--- src/rtl/vend_io.sv ---
// IO-space responder for the coffee machine: coin FIFO, dispense valve timer,
// change-pulse generator and panel display buffer (enabled by VEND_IO_DISPLAY_EN).
module vend_io #(
    parameter int word_sz       = 8,
    parameter int fifo_depth    = 4,
    parameter int prescale      = 16,
    parameter int chg_gap       = 3,
    parameter int def_disp_time = 10
) (
    input  logic               clk,
    input  logic               rst,
    input  logic [word_sz-1:0] address,
    input  logic [word_sz-1:0] data_in,
    input  logic               io_write,
    output logic [word_sz-1:0] data_out,
    input  logic               coin_valid,
    input  logic [word_sz-1:0] coin_value,
    output logic [3:0]         valve,
    output logic               change_pulse,
    input  logic [3:0]         disp_addr,
    output logic [word_sz-1:0] disp_data
);

    localparam int PW = (fifo_depth > 1) ? $clog2(fifo_depth) : 1;
    localparam int CW = $clog2(fifo_depth + 1);
    localparam int GW = (chg_gap > 1) ? $clog2(chg_gap) : 1;

    typedef logic [word_sz-1:0] word_t;

    localparam word_t ADDR_STATUS = word_t'(8'h00);
    localparam word_t ADDR_COIN   = word_t'(8'h01);
    localparam word_t ADDR_DISP   = word_t'(8'h02);
    localparam word_t ADDR_TIME   = word_t'(8'h03);
    localparam word_t ADDR_CHANGE = word_t'(8'h04);

    typedef enum logic {D_IDLE, D_RUN} disp_state_t;
    typedef enum logic [1:0] {C_IDLE, C_PULSE, C_GAP} chg_state_t;

    logic          w_wr_status, w_wr_coin, w_wr_disp, w_wr_time, w_wr_chg;
    word_t         r_fifo [fifo_depth];
    logic [PW-1:0] r_rd_ptr, r_wr_ptr;
    logic [CW-1:0] r_count;
    logic          r_ovf;
    logic          w_empty, w_full, w_pop, w_push;
    word_t         r_disp_time;
    disp_state_t   r_disp_state, w_disp_state_nxt;
    logic [15:0]   r_disp_cnt, w_disp_cnt_nxt, w_disp_load;
    logic [3:0]    r_valve, w_valve_nxt;
    logic          w_disp_done, w_disp_start;
    chg_state_t    r_chg_state, w_chg_state_nxt;
    word_t         r_chg_cnt, w_chg_cnt_nxt;
    logic [GW-1:0] r_gap, w_gap_nxt;
    logic          w_chg_start;
    word_t         w_status, w_coin_head, w_rdata;

    assign w_wr_status = io_write && (address == ADDR_STATUS);
    assign w_wr_coin   = io_write && (address == ADDR_COIN);
    assign w_wr_disp   = io_write && (address == ADDR_DISP);
    assign w_wr_time   = io_write && (address == ADDR_TIME);
    assign w_wr_chg    = io_write && (address == ADDR_CHANGE);

    // A push into a full FIFO still succeeds when the head is popped in the same cycle.
    assign w_empty = (r_count == '0);
    assign w_full  = (r_count == CW'(fifo_depth));
    assign w_pop   = w_wr_coin && !w_empty;
    assign w_push  = coin_valid && (!w_full || w_pop);

    always_ff @(posedge clk) begin
        if (w_push) r_fifo[r_wr_ptr] <= coin_value;
    end

    always_ff @(posedge clk or negedge rst) begin
        if (!rst) begin
            r_rd_ptr <= '0;
            r_wr_ptr <= '0;
            r_count  <= '0;
            r_ovf    <= 1'b0;
        end else begin
            if (w_push) r_wr_ptr <= (r_wr_ptr == PW'(fifo_depth - 1)) ? '0 : r_wr_ptr + PW'(1);
            if (w_pop)  r_rd_ptr <= (r_rd_ptr == PW'(fifo_depth - 1)) ? '0 : r_rd_ptr + PW'(1);
            case ({w_push, w_pop})
                2'b10:   r_count <= r_count + CW'(1);
                2'b01:   r_count <= r_count - CW'(1);
                default: r_count <= r_count;
            endcase
            if (coin_valid && w_full && !w_pop) r_ovf <= 1'b1;
            else if (w_wr_status && data_in[3]) r_ovf <= 1'b0;
        end
    end

    always_ff @(posedge clk or negedge rst) begin
        if (!rst) r_disp_time <= word_t'(def_disp_time);
        else if (w_wr_time) r_disp_time <= data_in;
    end

    // The final countdown edge may also accept the next dispense, so it reloads instead of idling.
    assign w_disp_load  = 16'(r_disp_time) * 16'(prescale);
    assign w_disp_done  = (r_disp_state == D_RUN) && (r_disp_cnt == 16'd1);
    assign w_disp_start = w_wr_disp && ((r_disp_state == D_IDLE) || w_disp_done)
                          && (data_in[3:0] != 4'h0) && (r_disp_time != '0);

    always_ff @(posedge clk or negedge rst) begin
        if (!rst) begin
            r_disp_state <= D_IDLE;
            r_disp_cnt   <= '0;
            r_valve      <= '0;
        end else begin
            r_disp_state <= w_disp_state_nxt;
            r_disp_cnt   <= w_disp_cnt_nxt;
            r_valve      <= w_valve_nxt;
        end
    end

    always_comb begin
        w_disp_state_nxt = r_disp_state;
        w_disp_cnt_nxt   = r_disp_cnt;
        w_valve_nxt      = r_valve;
        case (r_disp_state)
            D_IDLE: begin
                if (w_disp_start) begin
                    w_disp_state_nxt = D_RUN;
                    w_disp_cnt_nxt   = w_disp_load;
                    w_valve_nxt      = data_in[3:0];
                end
            end
            D_RUN: begin
                if (w_disp_start) begin
                    w_disp_cnt_nxt = w_disp_load;
                    w_valve_nxt    = data_in[3:0];
                end else if (w_disp_done) begin
                    w_disp_state_nxt = D_IDLE;
                    w_disp_cnt_nxt   = '0;
                    w_valve_nxt      = '0;
                end else begin
                    w_disp_cnt_nxt = r_disp_cnt - 16'd1;
                end
            end
            default: w_disp_state_nxt = D_IDLE;
        endcase
    end

    assign w_chg_start = w_wr_chg && (r_chg_state == C_IDLE) && (data_in != '0);

    always_ff @(posedge clk or negedge rst) begin
        if (!rst) begin
            r_chg_state <= C_IDLE;
            r_chg_cnt   <= '0;
            r_gap       <= '0;
        end else begin
            r_chg_state <= w_chg_state_nxt;
            r_chg_cnt   <= w_chg_cnt_nxt;
            r_gap       <= w_gap_nxt;
        end
    end

    // The remaining count drops as each pulse completes; the gap counter times the low interval.
    always_comb begin
        w_chg_state_nxt = r_chg_state;
        w_chg_cnt_nxt   = r_chg_cnt;
        w_gap_nxt       = r_gap;
        case (r_chg_state)
            C_IDLE: begin
                if (w_chg_start) begin
                    w_chg_state_nxt = C_PULSE;
                    w_chg_cnt_nxt   = data_in;
                end
            end
            C_PULSE: begin
                w_chg_cnt_nxt = r_chg_cnt - word_t'(1);
                if (chg_gap == 0) begin
                    w_chg_state_nxt = (w_chg_cnt_nxt != '0) ? C_PULSE : C_IDLE;
                end else begin
                    w_chg_state_nxt = C_GAP;
                    w_gap_nxt       = GW'(chg_gap - 1);
                end
            end
            C_GAP: begin
                if (r_gap == '0) w_chg_state_nxt = (r_chg_cnt != '0) ? C_PULSE : C_IDLE;
                else             w_gap_nxt = r_gap - GW'(1);
            end
            default: w_chg_state_nxt = C_IDLE;
        endcase
    end

    assign valve        = r_valve;
    assign change_pulse = (r_chg_state == C_PULSE);
    assign w_status     = word_t'({r_ovf, (r_chg_state != C_IDLE), (r_disp_state == D_RUN), !w_empty});
    assign w_coin_head  = w_empty ? '0 : r_fifo[r_rd_ptr];

`ifdef VEND_IO_DISPLAY_EN
    word_t r_disp_mem [16];
    logic  w_disp_sel;

    assign w_disp_sel = (address[word_sz-1:4] == (word_sz - 4)'(1));

    always_ff @(posedge clk or negedge rst) begin
        if (!rst) begin
            for (int i = 0; i < 16; i++) r_disp_mem[i] <= '0;
        end else if (io_write && w_disp_sel) begin
            r_disp_mem[address[3:0]] <= data_in;
        end
    end

    assign disp_data = r_disp_mem[disp_addr];
`else
    logic w_unused_disp_addr;
    assign w_unused_disp_addr = ^disp_addr;
    assign disp_data = '0;
`endif

    always_comb begin
        w_rdata = '0;
        case (address)
            ADDR_STATUS: w_rdata = w_status;
            ADDR_COIN:   w_rdata = w_coin_head;
            ADDR_DISP:   w_rdata = word_t'(r_valve);
            ADDR_TIME:   w_rdata = r_disp_time;
            ADDR_CHANGE: w_rdata = r_chg_cnt;
            default:     w_rdata = '0;
        endcase
`ifdef VEND_IO_DISPLAY_EN
        if (w_disp_sel) w_rdata = r_disp_mem[address[3:0]];
`endif
    end

    assign data_out = w_rdata;

endmodule
--- config.mk ---
export PLATFORM = sky130hd
export DESIGN_NAME = vend_io
export DESIGN_NICKNAME = d
export VERILOG_FILES = /design/src/rtl/vend_io.sv
export SDC_FILE = /design/constraint.sdc
export NUM_CORES = 1
export LEC_CHECK = 0
export ABC_AREA = 1
export CAP_MARGIN = 20
export CORE_MARGIN = 3
export CORE_UTILIZATION = 58
export CTS_BUF_LIST = sky130_fd_sc_hd__clkbuf_8
export DETAILED_ROUTE_END_ITERATION = 10
export GPL_TIMING_DRIVEN = 0
export PLACE_DENSITY = 0.82
export SYNTH_ARGS = -nofsm -noshare
export SYNTH_HDL_FRONTEND = slang
export SYNTH_SLANG_ARGS = --single-unit
--- constraint.sdc ---
create_clock -name clk -period 2.1 [get_ports clk]
set_clock_uncertainty 0.2 [all_clocks]
set_input_delay 0.315 -clock clk [delete_from_list [all_inputs] [get_ports clk]]
set_output_delay 0.315 -clock clk [all_outputs]
set_load 0.005 [all_outputs]
==> flow_summary.json <==
{
  "outcome": "finished with violations",
  "violations": "negative setup slack",
  "p_int_mw": 3.037,
  "crit_start": "r_rd_ptr[0]$_DFFE_PN0N_",
  "min_period_ps": 2342,
  "dp_cells": 678,
  "routedWlPerCell_um": 17.34,
  "synthAdderAreaFrac_pct": 3.274,
  "reg2reg_slack_ps": 80,
  "row_count": 31,
  "yosys_warnings": 0,
  "grt_usage_pct": 28.62,
  "reg2reg_from": "r_count[2]$_DFFE_PN0P_",
  "clk_pin_slew_worst_paths_ps": 90,
  "ant_nets": 0,
  "synth-compound-area-share_pct": 9.879,
  "stdcell_area_um2": 5715,
  "syn_to_final_growth_pct": 28.93,
  "coreArea_um2": 7331,
  "drtIter0Drc": 380,
  "first_pass_iters": 5,
  "clk_latency_ps": 380,
  "crit_required_ps": 1580,
  "synth_flop_cell": "dfrtp_1",
  "cts.root.buffer_cell": "clkbuf_8",
  "r2r_end": "r_fifo[1][3]$_DFFE_PP_",
  "grt_pass1_wl_um": 19250,
  "crit_fanout": 5,
  "pwr-share-clk_pct": 24.0,
  "die_w_um": 93.43,
  "drc": 0,
  "die-area_um2": 8728,
  "endpoint": "data_out[2]",
  "place_hpwl_um": 7697,
  "reg2regPathDepth": 7,
  "drv_slew": 0,
  "setup_violations": 8,
  "vias": 4146,
  "drive_above_1_share_pct": 22.49,
  "synth_enable_flop_cells": 32,
  "htree_levels": 3,
  "critPathMaxStageDelay_ps": 410,
  "crit_path_cell_trace": "buf_6 -> buf_6 -> clkbuf_16 -> nor2_4 -> o22ai_2 -> a22oi_2 -> nand2_1 -> buf_2",
  "synth_mux_area_share_pct": 0,
  "setup.worst_path.end_class": "primary output",
  "path_class": "register to primary output",
  "drt_wl_total_um": 12430,
  "die_h_um": 93.43,
  "p_sw_mw": 1.900,
  "cts_buffers": 9,
  "place.gp.congestion": 0.8165,
  "pwr-share-seq_pct": 43.6,
  "synthArstFlopShare_pct": 60.49,
  "antenna_cells": 0,
  "io_buffers": 40,
  "finalHoldViolCount": 0,
  "syn_avg_cell_area_um2": 8.348,
  "globalRouteOverflowTotal": 0,
  "ios": 53,
  "power.density_nw_per_um2": 863.9,
  "antenna_found_initial": 0,
  "nets": 656,
  "grt_max_degree": 29,
  "synthCells": 531,
  "synth_top_family_by_area": "simple AND/OR/NAND/NOR gates",
  "maxSlewHeadroom_pct": 61.72,
  "fin_cells": 717,
  "dpl_cell_area_um2": 4999,
  "crit_arrival_ps": 1830,
  "grt_pass1_vias": 3893,
  "p_comb_share_pct": 32.4,
  "min_path_cells": 4,
  "seq_area_frac_synth_pct": 49.39,
  "max_freq_mhz": 427.0,
  "p_leak_nw": 2.567,
  "start_util_pct": 60.47,
  "startpoint_type": "register",
  "ctsLongestPathBuffers": 2,
  "crit_slowest_cell": "dfrtp_1",
  "drv_cap": 0,
  "worst_pin_slew_ps": 574.3,
  "rsz0062_at_grt": "yes",
  "syn_area_um2": 4433,
  "synth_seq_cells": 81,
  "cp_common_cell": "buf_6",
  "post_drt_via_cell_ratio": 5.782,
  "synthSimpleGateAreaFrac_pct": 27.27,
  "fillers": 437,
  "ys_types": 41,
  "hp-class": "input pin to register",
  "synth_xor_area_share_pct": 1.383,
  "vdd_ir_drop_max_uv": 693.4,
  "switching_share_pct": 38.49,
  "setup_slack_ps": -242.2,
  "period_share_pct": 111.5,
  "cts_tree": "done",
  "cts_sinks": 81
}
-- repair_timing --
action / in CTS / in global routing
pin swaps: 37 / 17
gates resized for setup: 112 / 28
hold endpoints to repair: 20 / 0
setup buffers: 23 / 0
endpoints found under the setup margin: 41 / 45
hold buffers: 1 / 0
cloned: 1 / 0
-- synth_stat cells, drive strengths merged, types with 2 or more instances --
cell type  count  area, um2
nand3         54      292.8
ha            10      125.1
dfrtp         47       1176
nand4          8      65.06
or2            3      18.77
o221ai         2      17.52
xor2           6      52.55
o22ai         14      87.58
nor3           3      15.01
dfstp          2      52.55
clkbuf         3      11.26
a22oi          3      22.52
inv           70      262.8
edfxtp        32      960.9
nand2        124      490.5
a21oi         17      96.35
buf           14      108.9
o21ai         36      180.2
nor2          73      314.0
-- placed cells by master, fill, tap and decap left out, types with 5 or more instances in the layout --
cell type,netlist,layout
ha_1,10,10
nand3_1,51,49
nand2_2,7,5
buf_4,8,22
buf_12,0,6
clkbuf_8,0,10
o21ai_0,32,19
o22ai_2,0,6
a21oi_1,14,14
nor2_1,65,48
o21ai_1,4,12
xor2_1,6,6
dfrtp_1,47,46
dlygate4sd2_1,0,7
nor2_2,4,10
o22ai_1,14,7
nand2_4,1,5
conb_1,1,8
nand2_1,116,114
edfxtp_1,32,32
nor2_4,4,15
clkdlybuf4s50_1,0,21
inv_2,1,5
buf_6,3,8
nand4_1,7,7
buf_2,3,10
inv_1,69,63
-- layout make-up --
cell class | count | area (um2) | area share [%]
Clock inverter | 7 | 76.32 | 1.335
Sequential cell | 81 | 2191 | 38.33
Inverter | 71 | 281.5 | 4.926
Buffer | 16 | 150.1 | 2.627
Tap cell | 99 | 123.9 | 2.167
Multi-Input combinational cell | 369 | 2135 | 37.35
Clock buffer | 9 | 123.9 | 2.167
Timing Repair Buffer | 65 | 634.4 | 11.10
-- sequential cells by signal (all words and copies together) (netlist names), 2 cells and up --
signal	flops
r_fifo	32
r_disp_cnt	16
r_chg_cnt	8
r_disp_time	8
valve	4
r_count	3
r_chg_state	2
r_gap	2
r_rd_ptr	2
r_wr_ptr	2
-- logic make-up (layout without fill, tap and decap cells) --
| logic type | after synthesis | count (layout) |
|---|---|---|
| AND/OR/NAND/NOR | 267 | 267 |
| other | 1 | 8 |
| adder cells (fa/ha/maj) | 11 | 11 |
| buffers and inverters | 88 | 168 |
| XOR/XNOR | 7 | 7 |
| AO/OA/AOI/OAI | 76 | 76 |
| flip-flops | 81 | 81 |
-- per-layer routing --
layer | global-route usage (%) | part of all wire (%) | vias up
li1 | - | - | 1900
met1 | 36.74 | 38 | 1956
met2 | 48.12 | 49 | 244
met3 | 5.068 | 9.0 | 46
met4 | 11.11 | 3.8 | 0
met5 | 0 | 0 | -
-- stage by stage --
stage               hold WS (ps)  setup WS (ps)  utilization, %  total power [mW]  setup TNS (ps)
detailed placement         121.3         -756.5           68.19             3.381          -29970
floorplan                 -180.6          123.9               -             2.982               0
global route               278.7         -333.4           77.97             5.215           -2423
CTS                        278.0         -193.1           76.70             4.805           -1138
finish                     259.9         -242.2           77.97             4.938           -1379
global placement           268.2         -967.3           67.98             3.278          -74030
-- how the worst min path moves through the flow --
stage | start | endpoint | slack [ps]
after floorplan | rst | r_chg_cnt[0]$_DFFE_PN0P_ | -180
after global placement | r_disp_time[5]$_DFFE_PN0P_ | r_disp_cnt[9]$_DFFE_PN0P_ | 270
after detailed placement | rst | r_wr_ptr[0]$_DFFE_PN0P_ | 120
after CTS | rst | r_wr_ptr[0]$_DFFE_PN0P_ | 280
after global routing | rst | r_wr_ptr[0]$_DFFE_PN0P_ | 280
final | io_write | r_disp_time[3]$_DFFE_PN1P_ | 260
-- power by group through the flow --
stage	Combinational [mW]	Sequential (mW)	Clock, mW
6_report	1.60	2.15	1.19
4_1_cts	1.51	2.13	1.17
2_1_floorplan	0.890	2.09	0
3_3_place_gp	1.16	2.12	0
3_5_place_dp	1.24	2.14	0
5_1_grt	1.78	2.18	1.25
-- critical path, delay by kind of cell (launching register included) --
family	cells	cell delay [ps]
buffers and inverters	4	560
flip-flops	1	410
AO/OA/AOI/OAI	2	280
AND/OR/NAND/NOR	2	210
Note: power is estimated with default switching activity, not from simulation.
